### config.mk
export PLATFORM = sky130hd
export DESIGN_NAME = data_sniffer
export DESIGN_NICKNAME = d
export VERILOG_FILES = /design/src/rtl/data_sniffer_pkg.sv /design/src/rtl/data_sniffer_ser.sv /design/src/rtl/data_sniffer.sv
export SDC_FILE = /design/constraint.sdc
export NUM_CORES = 1
export LEC_CHECK = 0
export BUFFER_PORTS_ARGS = -buffer_cell sky130_fd_sc_hd__buf_2
export CAP_MARGIN = 20
export CORE_UTILIZATION = 53
export CTS_BUF_LIST = sky130_fd_sc_hd__clkbuf_4
export DETAILED_ROUTE_END_ITERATION = 6
export HOLD_SLACK_MARGIN = 0.08
export PLACE_DENSITY_LB_ADDON = 0.08
export SYNTH_ARGS = -nofsm -noshare
export SYNTH_HDL_FRONTEND = slang
export SYNTH_HIERARCHICAL = 1
export SYNTH_SLANG_ARGS = --single-unit
export TNS_END_PERCENT = 5
### constraint.sdc
create_clock -name clk -period 5 [get_ports clk]
set_input_delay 1 -clock clk [delete_from_list [all_inputs] [get_ports clk]]
set_output_delay 1 -clock clk [all_outputs]
set_load 0.005 [all_outputs]
### src/rtl/data_sniffer_pkg.sv
// Shared constants, detector state encoding and byte classification
// for the phone-number sniffer.
package data_sniffer_pkg;

    localparam logic [7:0] ZERO  = 8'h30;
    localparam logic [7:0] NINE  = 8'h39;
    localparam logic [7:0] SPACE = 8'h20;

    localparam int DIGITS_DEF = 9;
    localparam int GROUP_DEF  = 3;

    typedef enum logic [1:0] {
        IDLE    = 2'd0,
        COLLECT = 2'd1,
        SEP     = 2'd2,
        SKIP    = 2'd3
    } det_state_t;

    function automatic logic is_digit(input logic [7:0] b);
        return (b >= ZERO) && (b <= NINE);
    endfunction

endpackage

### src/rtl/data_sniffer_ser.sv
// One-entry pending register feeding a serializer that emits the stored
// digits followed by a space terminator, one byte per cycle.
module data_sniffer_ser
    import data_sniffer_pkg::*;
#(
    parameter int DIGITS = DIGITS_DEF
) (
    input  logic                  clk,
    input  logic                  rst,
    input  logic                  confirm,
    input  logic [DIGITS*4-1:0]   digits,
    output logic [7:0]            data_out,
    output logic                  write
);

    localparam int BW = DIGITS * 4;
    localparam int IW = $clog2(DIGITS + 1);

    logic [BW-1:0] pend;
    logic [BW-1:0] shreg;
    logic          pend_full;
    logic          busy;
    logic [IW-1:0] idx;
    logic          load;

    assign load = !busy && pend_full;

    always_ff @(posedge clk) begin
        if (rst) begin
            pend      <= '0;
            pend_full <= 1'b0;
            shreg     <= '0;
            busy      <= 1'b0;
            idx       <= '0;
            data_out  <= 8'h00;
            write     <= 1'b0;
        end else begin
            // A confirm on the same edge as a load refills the slot the load just drained.
            if (confirm) begin
                pend      <= digits;
                pend_full <= 1'b1;
            end else if (load) begin
                pend_full <= 1'b0;
            end

            if (busy) begin
                write <= 1'b1;
                if (idx == IW'(DIGITS)) begin
                    data_out <= SPACE;
                    busy     <= 1'b0;
                end else begin
                    data_out <= ZERO | {4'h0, shreg[BW-1 -: 4]};
                    shreg    <= shreg << 4;
                    idx      <= idx + IW'(1);
                end
            end else if (load) begin
                write    <= 1'b1;
                data_out <= ZERO | {4'h0, pend[BW-1 -: 4]};
                shreg    <= pend << 4;
                idx      <= IW'(1);
                busy     <= 1'b1;
            end else begin
                write <= 1'b0;
            end
        end
    end

endmodule

### src/rtl/data_sniffer.sv
// Streaming detector for digit runs of DIGITS length, optionally split into
// GROUP-sized blocks by single spaces; confirmed numbers go to the serializer.
module data_sniffer
    import data_sniffer_pkg::*;
#(
    parameter int DIGITS = DIGITS_DEF,
    parameter int GROUP  = GROUP_DEF
) (
    input  logic       clk,
    input  logic       rst,
    input  logic       enable,
    input  logic [7:0] data_in,
    output logic [7:0] data_out,
    output logic       write
);

    localparam int BW = DIGITS * 4;
    localparam int CW = $clog2(DIGITS + 1);

    det_state_t    state, state_nxt;
    logic [CW-1:0] count, count_nxt;
    logic [BW-1:0] digits, digits_nxt;
    logic          confirm;
    logic          in_digit;
    logic          in_space;
    logic          on_group;

    assign in_digit = is_digit(data_in);
    assign in_space = (data_in == SPACE);
    assign on_group = ((int'(count) % GROUP) == 0);

    always_ff @(posedge clk) begin
        if (rst) begin
            state  <= IDLE;
            count  <= '0;
            digits <= '0;
        end else begin
            state  <= state_nxt;
            count  <= count_nxt;
            digits <= digits_nxt;
        end
    end

    always_comb begin
        state_nxt  = state;
        count_nxt  = count;
        digits_nxt = digits;
        confirm    = 1'b0;
        if (enable) begin
            case (state)
                IDLE: begin
                    if (in_digit) begin
                        digits_nxt = {digits[BW-5:0], data_in[3:0]};
                        count_nxt  = CW'(1);
                        state_nxt  = COLLECT;
                    end
                end
                COLLECT: begin
                    // A full count takes priority, so a trailing space is a terminator.
                    if (count == CW'(DIGITS)) begin
                        if (in_digit) begin
                            state_nxt = SKIP;
                        end else begin
                            confirm   = 1'b1;
                            state_nxt = IDLE;
                        end
                    end else if (in_digit) begin
                        digits_nxt = {digits[BW-5:0], data_in[3:0]};
                        count_nxt  = count + CW'(1);
                    end else if (in_space && on_group) begin
                        state_nxt = SEP;
                    end else begin
                        state_nxt = IDLE;
                    end
                end
                SEP: begin
                    if (in_digit) begin
                        digits_nxt = {digits[BW-5:0], data_in[3:0]};
                        count_nxt  = count + CW'(1);
                        state_nxt  = COLLECT;
                    end else begin
                        state_nxt = IDLE;
                    end
                end
                SKIP: begin
                    if (!in_digit) begin
                        state_nxt = IDLE;
                    end
                end
                default: state_nxt = IDLE;
            endcase
        end
    end

    data_sniffer_ser #(
        .DIGITS (DIGITS)
    ) u_ser (
        .clk      (clk),
        .rst      (rst),
        .confirm  (confirm),
        .digits   (digits),
        .data_out (data_out),
        .write    (write)
    );

endmodule

==> results of run 1 <==
## worst min path at each step
stage                                    from                             end  slack, ns
6_report              digits[32]$_SDFFE_PP0P_         digits[32]$_SDFFE_PP0P_       0.46
5_1_grt            u_ser/pend[2]$_SDFFE_PP0P_     u_ser/shreg[6]$_SDFFE_PP0P_       0.48
4_1_cts            u_ser/pend[1]$_SDFFE_PP0P_     u_ser/shreg[5]$_SDFFE_PP0P_       0.46
3_5_place_dp       u_ser/pend[1]$_SDFFE_PP0P_     u_ser/shreg[5]$_SDFFE_PP0P_       0.45
3_3_place_gp   u_ser/data_out[4]$_SDFFE_PP0P_  u_ser/data_out[4]$_SDFFE_PP0P_       0.44
2_1_floorplan      u_ser/pend[0]$_SDFFE_PP0P_     u_ser/shreg[4]$_SDFFE_PP0P_       0.43
## metal layers
layer | up-vias | wire (microns) | track usage [%]
li1 | 2007 | - | -
met1 | 1888 | 5680 | 30.8
met2 | 60 | 4860 | 34.9
met3 | 2 | 402 | 6.43
met4 | 0 | 46 | 6.37
met5 | - | 0 | 0
## sequential cells by signal, summed over array words and instances (netlist names)
register and cells:
state 2, digits 36, u_ser/pend_full 1, u_ser/write 1
u_ser/busy 1, u_ser/data_out 6, u_ser/idx 4, u_ser/pend 36
count 4, u_ser/shreg 32
## placed cells by master (no fill, tap or decap), drive strengths merged, types with 7 or more instances in the layout
cell type and instances:
dfxtp 123, nand2 88, a21oi 75, mux2i 69
nor2 53, a211oi 31, buf 25, clkbuf 22
inv 16, ha 13, o21ai 10, clkinv 7
## logic make-up (layout without fill, tap and decap cells)
kind of cell	count (synthesis)	in the layout	synth area share, %
compound gates	137	137	17.6
other cells	1	2	0.0702
buf+inv	61	73	5.95
flops	123	123	46.1
xor+xnor	1	1	0.164
fa+ha+maj	13	13	3.05
simple gates	172	172	14.1
mux	69	69	12.9
## final cells by class
cell class / instances / area share (%)
clock buffer: 22 / 2.92
clock inverter: 10 / 1.35
inverter: 16 / 1.06
multi-input combinational: 394 / 45.6
sequential: 123 / 43.6
tap: 133 / 2.94
timing repair buffer: 25 / 2.61
## Yosys cell counts, types with 2 or more instances
library cell  instances  area share (%)
nand3_1               3            0.28
dfxtp_1             123              46
nor3_1                4            0.37
buf_1                 2            0.14
mux2i_1              69              13
a21oi_1              75             7.0
o32ai_1               5            0.82
nor2b_1               2            0.23
a31o_2                3            0.49
nand2_1              88             6.2
o21ai_1               2            0.19
ha_1                 13             3.0
nor2_2                2            0.23
buf_4                 8             1.1
a211oi_2             19             4.5
buf_6                 6             1.3
o211ai_1              2            0.28
inv_1                16             1.1
buf_2                11             1.0
nor4_1                4            0.47
nor2_1               51             3.6
a211oi_1             12             1.7
a31oi_1               2            0.23
clkbuf_1             18             1.3
o21ai_0               8            0.75
a41oi_1               2            0.33
and3_1                3            0.35
nand4b_1              2            0.33
nand3b_1              3            0.42
## power breakdown
group          switching [mW]  internal [mW]  total, mW
combinational          0.0275        0.00765     0.0351
sequential           0.000826          0.980      0.980
clock                   0.345          0.266      0.611
total                   0.374           1.25       1.63
## tightest hold or removal path, cell delays in order, from the launching register on
cell and delay, ns:
dfxtp_1 0.32, nand2_1 0.05, a21oi_1 0.05
## per-stage QoR
stage | util, % | cell area, sq um | setup slack (ns)
floorplan | - | 5340 | 2.68
global placement | 55.4 | 5410 | 2.06
detailed placement | 55.4 | 5410 | 2.02
CTS | 57.9 | 5660 | 2.49
global route | 57.9 | 5660 | 2.32
finish | 57.9 | 5660 | 2.47
==> flow_metrics.env, run 1 <==
export IMPL_timing_final_crit_share_pct=50.6
export IMPL_cap_violations=0
export IMPL_drive_gt1_share_pct=14.9
export IMPL_crit_top_cell="ha_1"
export IMPL_critPathSlowestCell="dfxtp_1"
export IMPL_crit_end="state[1]$_SDFFE_PP0P_"
export IMPL_cts_max_path_buffers=2
export IMPL_outcome="complete, no violations"
export IMPL_min_delay_path_depth=2
export IMPL_drt_iter0_drc=135
export IMPL_clkSinkCount=123
export IMPL_nFillCells=924
export IMPL_overflow=0
export IMPL_detail_route_wl_per_cell_microns=15.2
export IMPL_arrival_ns=2.96
export IMPL_slew_viol_final=0
export IMPL_post_cts_resized=0
export IMPL_fin_cells=723
export IMPL_dieHeight_microns=102
export IMPL_max_freq_mhz=395
export IMPL_syn_area_per_cell_sq_um=9.25
export IMPL_syn_inst=577
export IMPL_die_area_sq_um=10500
export IMPL_detail_route_antenna_nets=0
export IMPL_critPathTopFamily="simple AND/OR/NAND/NOR gates"
export IMPL_wl_microns=11000
export IMPL_yosysWarnings=6
export IMPL_cts_buffers=17
export IMPL_report_power_total_mw=1.63
export IMPL_diodes=0
export IMPL_cts_hold_buf=0
export IMPL_rsz0062_at_grt="no"
export IMPL_synthArstFlopShare_pct=0
export IMPL_regArea_sq_um=2460
export IMPL_place_gp_congestion=0.828
export IMPL_crit_buf_inv=1
export IMPL_tightest_slew_ns=0.771
export IMPL_crit_fanout=9
export IMPL_htreeDepth=4
export IMPL_path_depth=11
export IMPL_synth_edff_count=0
export IMPL_postCtsSetupBuffers=0
export IMPL_clock_latency_ns=0.50
export IMPL_path_clk_slew_ns=0.10
export IMPL_peakVddDrop_mv=0.184
export IMPL_startpoint_type="flop"
export IMPL_tns_ns=0
export IMPL_nNetsFinal=601
export IMPL_grt_pass1_vias=3728
export IMPL_synthToLayoutAreaGrowth_pct=5.90
export IMPL_ys_seq_area_share_pct=46.1
export IMPL_cts_tree="built"
export IMPL_vias=3957
export IMPL_rr_endpoint="state[1]$_SDFFE_PP0P_"
export IMPL_core_area_sq_um=9770
export IMPL_ys_ff_latch=123
export IMPL_pin_count=20
export IMPL_syn_area_sq_um=5340
export IMPL_grt_start_max_net_pins=71
export IMPL_skew_ns=0.0138
export IMPL_total_leakage_power_nw=1.78
export IMPL_yosysUniqueCellTypes=48
export IMPL_setup_viol=0
export IMPL_grt_pass1_wl_microns=18100
export IMPL_synthFlopType="dfxtp_1"
export IMPL_rrSetupSlack_ns=2.47
export IMPL_dr_pass1_iters=4
export IMPL_period_needed_ns=2.53
export IMPL_reg2reg_depth=11
export IMPL_multi_input_area_sq_um=2580
export IMPL_initial_core_util_pct=54.6
export IMPL_dp_cells=691
export IMPL_die_w_microns=102
export IMPL_path_cells="and2b_4 > inv_1 > ha_1 > nor3_2 > xnor2_1 > ha_1 > nand2_1 > nand4_1 > a21oi_1 > a41oi_1 > o21ai_1"
export IMPL_drc_errors=0
export IMPL_vias_per_cell=5.47
export IMPL_rows=36
export IMPL_cts_root_buf="clkbuf_4"
export IMPL_hold_path_class="reg -> reg"
export IMPL_worstSetupStartpoint="count[3]$_SDFFE_PP0P_"
export IMPL_cpPeakStageDelay_ns=0.52
export IMPL_pwr_density_cell_nw_per_um2=288
export IMPL_dp_hpwl_microns=6710
export IMPL_track_usage_pct=22.6
export IMPL_port_buffers=17
export IMPL_finalHoldViolations=0
export IMPL_reg2reg_from="count[3]$_SDFFE_PP0P_"
export IMPL_critPathKind="reg -> reg"
export IMPL_crit_path_end_kind="flop"
export IMPL_slew_headroom_pct=48.6
export IMPL_antenna_found_initial=0
export IMPL_critPathRequiredTime_ns=5.43
export IMPL_hold_slack_ns=0.460
No activity file was read; power rests on OpenSTA's default activity.
==> run 2: changes to the inputs <==
- clock period: 5 -> 2.3 ns (I/O delays scaled with it)
==> run 2 against run 1 <==
Effect of this change: total power grew 130%; worst setup slack lost 2.4 ns; first-iteration DRC count grew 10%; clock power grew to 2.5 times the previous value; die area is the same; critical path type unchanged; critical path depth is the same; sequential share of layout area shrank 1.4 points.
==> flow_metrics.env, run 2 (synthesized netlist as in run 1, its figures left out) <==
export IMPL_skew_ns=0.0171
export IMPL_clock_latency_ns=0.53
export IMPL_rr_endpoint="state[1]$_SDFFE_PP0P_"
export IMPL_pin_count=20
export IMPL_dieHeight_microns=102
export IMPL_cts_tree="built"
export IMPL_drive_gt1_share_pct=17.2
export IMPL_hold_slack_ns=0.189
export IMPL_drc_errors=0
export IMPL_setup_slack_ns=0.112
export IMPL_critPathKind="reg -> reg"
export IMPL_port_buffers=17
export IMPL_arrival_ns=2.64
export IMPL_clkSinkCount=123
export IMPL_wl_microns=11500
export IMPL_track_usage_pct=23.5
export IMPL_vias_per_cell=5.58
export IMPL_dp_hpwl_microns=6960
export IMPL_grt_pass1_vias=3763
export IMPL_period_needed_ns=2.19
export IMPL_crit_fanout=6
export IMPL_outcome="complete, no violations"
export IMPL_regArea_sq_um=2460
export IMPL_overflow=0
export IMPL_hold_path_class="in -> reg"
export IMPL_pwr_density_cell_nw_per_um2=644
export IMPL_nNetsFinal=611
export IMPL_setup_viol=0
export IMPL_detail_route_wl_per_cell_microns=15.7
export IMPL_reg2reg_from="count[2]$_SDFFE_PP0P_"
export IMPL_cts_buffers=17
export IMPL_total_leakage_power_nw=1.85
export IMPL_grt_pass1_wl_microns=18800
export IMPL_path_clk_slew_ns=0.12
export IMPL_min_delay_path_depth=3
export IMPL_max_freq_mhz=457
export IMPL_rows=36
export IMPL_die_area_sq_um=10500
export IMPL_multi_input_area_sq_um=2590
export IMPL_diodes=0
export IMPL_peakVddDrop_mv=0.548
export IMPL_reg_top3="digits: 36 flops, u_ser/pend: 36 flops, u_ser/shreg: 32 flops"
export IMPL_dr_pass1_iters=5
export IMPL_reg2reg_depth=11
export IMPL_rsz0062_at_grt="no"
export IMPL_startpoint_type="flop"
export IMPL_htreeDepth=4
export IMPL_cts_root_buf="clkbuf_4"
export IMPL_core_area_sq_um=9770
export IMPL_slew_viol_final=0
export IMPL_timing_final_crit_share_pct=95.1
export IMPL_grt_start_max_net_pins=77
export IMPL_layout_common_cells="122 x dfxtp_1, 88 x nand2_1, 75 x a21oi_1"
export IMPL_min_from="data_in[0]"
export IMPL_dp_slack_ns=0.0448
export IMPL_layout_commonest_cell="dfxtp_1"
export IMPL_antenna_found_initial=0
export IMPL_worstSetupStartpoint="count[2]$_SDFFE_PP0P_"
export IMPL_min_to="digits[0]$_SDFFE_PP0P_"
export IMPL_drt_iter0_drc=149
export IMPL_finalHoldViolations=0
export IMPL_place_gp_congestion=0.864
export IMPL_detail_route_antenna_nets=0
export IMPL_nFillCells=897
export IMPL_tns_ns=0
export IMPL_critPathRequiredTime_ns=2.76
export IMPL_rrSetupSlack_ns=0.11
export IMPL_vias=4090
export IMPL_crit_path_end_kind="flop"
export IMPL_synthToLayoutAreaGrowth_pct=9.54
export IMPL_initial_core_util_pct=54.6
export IMPL_cts_max_path_buffers=2
export IMPL_die_w_microns=102
export IMPL_cap_violations=0
run 2: cell types whose count changed in the layout (fill, tap and decap cells not counted), sizes merged:
cell      change
clkinvlp      +2
clkbuf        -5
buf          +10
inv           +4
bufinv        +1
clkinv        -2
run 2: final cells by class:
class | instances | share of cell area, %
timing repair buffer | 35 | 4.66
inverter | 16 | 1.03
sequential | 123 | 42.1
clock inverter | 15 | 2.84
multi-input combinational | 394 | 44.3
tap | 133 | 2.84
clock buffer | 17 | 2.18
run 2: worst max-delay path, stage by stage, from the launching register on:
cell     delay, ns
dfxtp_1       0.36
and2b_4       0.27
inv_1         0.08
ha_2          0.24
nor3_4        0.21
xnor2_1       0.14
ha_2          0.29
nand2_1       0.06
nand4_1       0.08
a21oi_1       0.13
a41oi_1       0.12
o21ai_1       0.14
run 2: worst max path at each step:
stage / to / slack [ns]
finish: state[1]$_SDFFE_PP0P_ / 0.11
global route: state[1]$_SDFFE_PP0P_ / 0.02
CTS: state[1]$_SDFFE_PP0P_ / 0.07
detailed placement: state[1]$_SDFFE_PP0P_ / 0.04
global placement: state[1]$_SDFFE_PP0P_ / 0.13
floorplan: state[1]$_SDFFE_PP0P_ / 0.18
run 2: what timing repair did:
action / in CTS / in global routing
endpoints found under the setup margin: 1 / 1
resized for setup: 0 / 4
pin swaps: 1 / 1
setup buffers: 0 / 3
hold buffers: 0 / 0
run 2: layer usage:
metal	vias to the layer above	GRT usage (%)	part of all wire, %
met5	-	0	0
met4	0	8.24	1.3
li1	2033	-	-
met2	71	38.2	48
met1	1969	30.4	48
met3	17	5.68	3.3
run 2: stage by stage:
step                cells  util [%]  cell area (sq um)  power [mW]
floorplan             578         -               5340        2.24
global placement      698      56.4               5520        2.26
detailed placement    698      56.4               5520        2.27
CTS                   730      59.4               5810        3.81
global route          733      59.8               5850        3.92
finish                733      59.8               5850        3.77
run 2: where the power goes:
group	leakage [nW]	switching, mW	internal, mW
clock network	0.145	0.886	0.662
logic	0.718	0.0639	0.0212
registers	0.991	0.00118	2.13
total	1.85	0.951	2.81
